File: config.mk
export PLATFORM = sky130hd
export DESIGN_NAME = sp_ram_param
export DESIGN_NICKNAME = d
export VERILOG_FILES = /design/src/rtl/sp_ram_pkg.sv /design/src/rtl/sp_ram_clr_fsm.sv /design/src/rtl/sp_ram_param.sv
export SDC_FILE = /design/constraint.sdc
export NUM_CORES = 1
export LEC_CHECK = 0
export BUFFER_PORTS_ARGS = -buffer_cell sky130_fd_sc_hd__clkbuf_2
export CAP_MARGIN = 20
export CORE_ASPECT_RATIO = 0.7
export CORE_MARGIN = 4
export CORE_UTILIZATION = 37
export CTS_CLUSTER_SIZE = 16
export DETAILED_ROUTE_END_ITERATION = 8
export SYNTH_ARGS = -nofsm -noshare
export SYNTH_HDL_FRONTEND = slang
export SYNTH_SLANG_ARGS = --single-unit
File: constraint.sdc
create_clock -name CLK -period 1.85 [get_ports CLK]
set_input_delay 0 -clock CLK [delete_from_list [all_inputs] [get_ports CLK]]
set_output_delay 0 -clock CLK [all_outputs]
set_load 0.03 [all_outputs]
File: src/rtl/sp_ram_pkg.sv
// Shared types and helpers for the parametrised single-port RAM and its clear engine.
package sp_ram_pkg;

  typedef enum logic [0:0] {
    IDLE  = 1'b0,
    CLEAR = 1'b1
  } clr_state_e;

  localparam int RDW_WRITE_FIRST = 32'sd0;
  localparam int RDW_READ_FIRST  = 32'sd1;

  function automatic int byte_lanes(input int data_width);
    return data_width / 32'sd8;
  endfunction

endpackage

File: src/rtl/sp_ram_clr_fsm.sv
// Post-reset clear engine: walks every word address once while BUSY is high
// so the top can mux an all-zero write into the array port.
module sp_ram_clr_fsm
  import sp_ram_pkg::*;
#(
  parameter int ADDR_WIDTH = 4,
  parameter int DEPTH      = 16,
  parameter int CLR_ON_RST = 1
) (
  input  logic                  i_clk,
  input  logic                  i_rstn,
  output logic                  o_busy,
  output logic [ADDR_WIDTH-1:0] o_clr_adr
);

  localparam logic [ADDR_WIDTH-1:0] LAST_ADR = ADDR_WIDTH'(DEPTH - 1);

  clr_state_e            r_state;
  logic [ADDR_WIDTH-1:0] r_cnt;
  logic                  r_busy;

  // Clear FSM; a reset in the middle of a clear restarts it from address 0.
  always_ff @(posedge i_clk) begin
    if (!i_rstn) begin
      r_cnt <= '0;
      if (CLR_ON_RST != 0) begin
        r_state <= CLEAR;
        r_busy  <= 1'b1;
      end else begin
        r_state <= IDLE;
        r_busy  <= 1'b0;
      end
    end else begin
      case (r_state)
        CLEAR: begin
          if (r_cnt == LAST_ADR) begin
            r_state <= IDLE;
            r_busy  <= 1'b0;
            r_cnt   <= '0;
          end else begin
            r_cnt <= r_cnt + ADDR_WIDTH'(1);
          end
        end
        IDLE: begin
          r_state <= IDLE;
          r_busy  <= 1'b0;
        end
        default: begin
          r_state <= IDLE;
          r_busy  <= 1'b0;
          r_cnt   <= '0;
        end
      endcase
    end
  end

  assign o_busy    = r_busy;
  assign o_clr_adr = r_cnt;

endmodule

File: src/rtl/sp_ram_param.sv
// Parametrised single-port synchronous RAM with byte enables, selectable
// read-during-write behaviour, optional output register and post-reset zero fill.
module sp_ram_param
  import sp_ram_pkg::*;
#(
  parameter int DATA_WIDTH = 8,
  parameter int ADDR_WIDTH = 4,
  parameter int DEPTH      = 16,
  parameter int OUT_REG    = 0,
  parameter int RDW_MODE   = 0,
  parameter int CLR_ON_RST = 1
) (
  input  logic                    CLK,
  input  logic                    RSTN,
  input  logic                    EN,
  input  logic                    WRE,
  input  logic [DATA_WIDTH/8-1:0] BE,
  input  logic [ADDR_WIDTH-1:0]   ADR,
  input  logic [DATA_WIDTH-1:0]   D,
  output logic [DATA_WIDTH-1:0]   Q,
  output logic                    VALID,
  output logic                    BUSY
);

  localparam int NB = byte_lanes(DATA_WIDTH);

  logic                  w_busy;
  logic [ADDR_WIDTH-1:0] w_clr_adr;
  logic                  w_in_range;
  logic                  w_access;
  logic                  w_wr_en;
  logic [ADDR_WIDTH-1:0] w_wr_adr;
  logic [DATA_WIDTH-1:0] w_wr_data;
  logic [NB-1:0]         w_wr_be;
  logic [DATA_WIDTH-1:0] w_old;
  logic [DATA_WIDTH-1:0] w_merged;
  logic [DATA_WIDTH-1:0] w_rd_data;

  logic [DATA_WIDTH-1:0] r_mem [DEPTH];
  logic [DATA_WIDTH-1:0] r_q1;
  logic                  r_v1;

  sp_ram_clr_fsm #(
    .ADDR_WIDTH (ADDR_WIDTH),
    .DEPTH      (DEPTH),
    .CLR_ON_RST (CLR_ON_RST)
  ) u_clr_fsm (
    .i_clk     (CLK),
    .i_rstn    (RSTN),
    .o_busy    (w_busy),
    .o_clr_adr (w_clr_adr)
  );

  // Access decode, clear/user write mux and read-during-write data selection.
  always_comb begin
    w_in_range = ({1'b0, ADR} < (ADDR_WIDTH + 1)'(DEPTH));
    w_access   = RSTN && EN && !w_busy;
    if (w_in_range) begin
      w_old = r_mem[ADR];
    end else begin
      w_old = '0;
    end
    w_merged = w_old;
    for (int k = 0; k < NB; k++) begin
      if (BE[k]) begin
        w_merged[8*k +: 8] = D[8*k +: 8];
      end else begin
        w_merged[8*k +: 8] = w_old[8*k +: 8];
      end
    end
    if (!w_in_range) begin
      w_rd_data = '0;
    end else if (WRE && (RDW_MODE == RDW_WRITE_FIRST)) begin
      w_rd_data = w_merged;
    end else begin
      w_rd_data = w_old;
    end
    // Reset never touches the array, so the clear write is gated by RSTN too.
    if (RSTN && w_busy) begin
      w_wr_en   = 1'b1;
      w_wr_adr  = w_clr_adr;
      w_wr_data = '0;
      w_wr_be   = '1;
    end else begin
      w_wr_en   = w_access && WRE && w_in_range;
      w_wr_adr  = ADR;
      w_wr_data = D;
      w_wr_be   = BE;
    end
  end

  // Storage array, no reset so it can map onto block RAM.
  always_ff @(posedge CLK) begin
    if (w_wr_en) begin
      for (int k = 0; k < NB; k++) begin
        if (w_wr_be[k]) begin
          r_mem[w_wr_adr][8*k +: 8] <= w_wr_data[8*k +: 8];
        end
      end
    end
  end

  // First read stage: Q holds whenever no access is issued.
  always_ff @(posedge CLK) begin
    if (!RSTN) begin
      r_q1 <= '0;
      r_v1 <= 1'b0;
    end else begin
      r_v1 <= w_access;
      if (w_access) begin
        r_q1 <= w_rd_data;
      end
    end
  end

  if (OUT_REG != 0) begin : g_out_reg
    logic [DATA_WIDTH-1:0] r_q2;
    logic                  r_v2;

    // Optional second output stage.
    always_ff @(posedge CLK) begin
      if (!RSTN) begin
        r_q2 <= '0;
        r_v2 <= 1'b0;
      end else begin
        r_v2 <= r_v1;
        if (r_v1) begin
          r_q2 <= r_q1;
        end
      end
    end

    assign Q     = r_q2;
    assign VALID = r_v2;
  end else begin : g_no_out_reg
    assign Q     = r_q1;
    assign VALID = r_v1;
  end

  assign BUSY = w_busy;

endmodule
==> impl_metrics.json <==
{
  "clock_latency_ns": 0.42,
  "layout_worst_path_cycle_share_pct": 93.6,
  "cap_violations": 0,
  "drc": 0,
  "seq_area_frac_synth_pct": 71.5,
  "postSynthAreaPerCell_um2": 16.0,
  "min_period_ns": 1.73,
  "synthFlopType": "edfxtp_1",
  "syn2layout_area_growth_pct": 20.8,
  "critPathSlowestCell": "and2_1",
  "endpoint_kind": "flip-flop",
  "yosys_register_bits": 143,
  "die_height_um": 113,
  "root_buffer": "clkbuf_16",
  "worst_pin_slew_ns": 0.809,
  "synth_area_leaders": "edfxtp_1 66%, mux2i_1 8.6%, dfxtp_1 5.2%",
  "power.leakage_nw": 2.59,
  "grt_overflow": 0,
  "gp_congestion": 0.846,
  "netlist_top_cells_count": "128 x edfxtp_1, 50 x mux2i_1, 24 x nor2_1, 16 x o21ai_0, 16 x o22ai_1",
  "synth_fa_ha_area_share_pct": 0.216,
  "num_rows": 37,
  "clk_path_buf_depth": 2,
  "vdd_drop_max_mv": 0.633,
  "grt_max_degree": 23,
  "synth_largest_area_cell": "edfxtp_1",
  "final_max_slew_viol_count": 0,
  "dieArea_mm2": 0.0178,
  "synth-simple-area-share_pct": 5.83,
  "synth.most_common_cell": "edfxtp_1",
  "rsz0062_at_grt": "yes",
  "num_io_pins": 27,
  "initial_core_util_pct": 38.6,
  "syn_area_mm2": 0.00579,
  "drt_pass1_iterations": 5,
  "worst_path_largest_cell_delay_ns": 0.66,
  "p_comb_share_pct": 6.0,
  "syn_inst": 363,
  "relSlewSlack_pct": 46.0,
  "core-area_mm2": 0.0150,
  "postLayoutSetupSlackWorst_ns": 0.118,
  "post_drt_wl_per_cell_um": 20.2,
  "powerDensity_mw_per_mm2": 1040,
  "synth_top_area_share_pct": 66.4,
  "gr-usage-all-layers_pct": 15.4,
  "p_sw_share_pct": 21.8,
  "dp_hpwl_um": 9140,
  "pre_cts_ws_ns": -0.175,
  "synth_edf_count": 128,
  "io_buffers": 26,
  "hp-class": "in2reg",
  "tritoncts": "yes",
  "p_clk_share_pct": 45.0,
  "synth_compound_area_share_pct": 7.97,
  "critPathTopFamily": "simple AND/OR/NAND/NOR gates",
  "pwr-share-seq_pct": 49.0,
  "crit_type": "reg2reg",
  "antenna_cells": 0,
  "finalSetupViolations": 0,
  "routed_wl_um": 13000,
  "cts.sinks": 143,
  "crit_arrival_ns": 1.84,
  "start_kind": "flip-flop",
  "synth_xor_area_share_pct": 0.151,
  "nets": 451,
  "path_buf_inv": 2,
  "crit_chain": "nand2_2, buf_4, buf_4, and2_1",
  "via_per_inst": 5.33,
  "p_total_mw": 7.30,
  "synth_nets": 381,
  "vias": 3419,
  "hold_viol": 0,
  "grt_pass1_wl_um": 19700,
  "finalClockSkew_ns": 0.00636,
  "ctsHtreeMaxLevel": 4,
  "crit_required_ns": 1.96,
  "layout-drive-gt1-share_pct": 26.7,
  "die_x_um": 158,
  "numCtsBuffers": 17,
  "clkTransAtPathRegs_ns": 0.06,
  "ys_types": 39,
  "drtIter0Drc": 302,
  "setup_tns_ns": 0,
  "ant_nets": 0,
  "synthArstFlopShare_pct": 0,
  "synth_top_family_by_area": "multiplexers",
  "cp_common_cell": "buf_4",
  "worst-path-max-fanout": 16,
  "p_int_mw": 5.71,
  "yosysWarningCount": 0,
  "fmax_mhz": 577,
  "antenna_found_initial": 0,
  "status": "complete, no violations",
  "grt_pass1_vias": 3274,
  "synth_mux_area_share_pct": 11.8,
  "p_sw_mw": 1.59
}
[per-layer routing]
metal	global-route usage, %	part of all wire (%)	vias to the layer above
met5	0	0	-
met4	5.50	0.84	0
met3	4.51	8.5	11
met2	20.7	43	132
met1	23.4	48	1709
li1	-	-	1567
[sequential cells by signal (all words and copies together) (netlist names)]
signal,cells
u_clr_fsm.r_state,1
VALID,1
u_clr_fsm.o_busy,1
u_clr_fsm.o_clr_adr,4
Q,8
r_mem,128
[area by class of cell]
class | instances | area [um2]
Clock buffer | 17 | 425
Timing Repair Buffer | 70 | 483
Clock inverter | 15 | 145
Multi-Input combinational cell | 198 | 1540
Fill cell | 1313 | 8010
Inverter | 3 | 11.3
Sequential cell | 143 | 4150
Tap cell | 195 | 244
[power by group through the flow]
stage                     Sequential [mW]  Combinational [mW]  Clock (mW)
after floorplan                      3.64               0.257           0
after global placement               3.64               0.421           0
after detailed placement             3.64               0.424           0
after CTS                            3.58               0.430        3.33
after global routing                 3.58               0.471        3.49
final                                3.58               0.435        3.29
[worst paths after layout]
kind | start | endpoint | slack [ns] | cells after the start
setup / recovery | u_clr_fsm.o_busy | r_mem[1][7] | 0.12 | 4
hold / removal | D[7] | Q[7] | 0.03 | 4
setup reg to reg | u_clr_fsm.o_busy | r_mem[1][7] | 0.12 | 4
hold reg to reg | Q[1] | Q[1] | 0.45 | 1
[kinds of logic after synthesis]
group / count (synthesis)
compound gates: 72
simple gates: 66
flops: 143
fa+ha+maj: 1
mux: 58
xor+xnor: 1
buf+inv: 22
[layout by cell type (no fill, tap or decap), drive strengths merged, types with 9 or more instances in the layout]
master and count:
and2 10, nand2 10, a31oi 10, buf 42
edfxtp 128, nor2 24, o22ai 16, clkinv 9
mux2i 50, o21ai 23, clkbuf 42, dfxtp 15
[timing repair]
action,CTS,global route
buffers inserted,0,1
cloned,0,0
hold buffers,3,0
setup endpoints to repair,40,120
endpoints found under the hold margin,8,0
gates resized for setup,1,6
[metrics by stage]
stage / utilization, % / cell area, um2 / hold slack [ns] / instances
5_1_grt: 46.6 / 6990 / 0.0314 / 641
6_report: 46.6 / 6990 / 0.0252 / 641
4_1_cts: 46.4 / 6970 / 0.000555 / 640
2_1_floorplan: - / 5810 / 0.0619 / 363
3_5_place_dp: 42.4 / 6370 / 0.340 / 605
3_3_place_gp: 42.4 / 6370 / 0.332 / 605
[tightest hold or removal path, cell delays in order]
cell and delay (ns):
clkbuf_2 0.09, o21ai_0 0.08, a31oi_1 0.15, a21o_1 0.10
No activity file was read; power rests on OpenSTA's default activity.
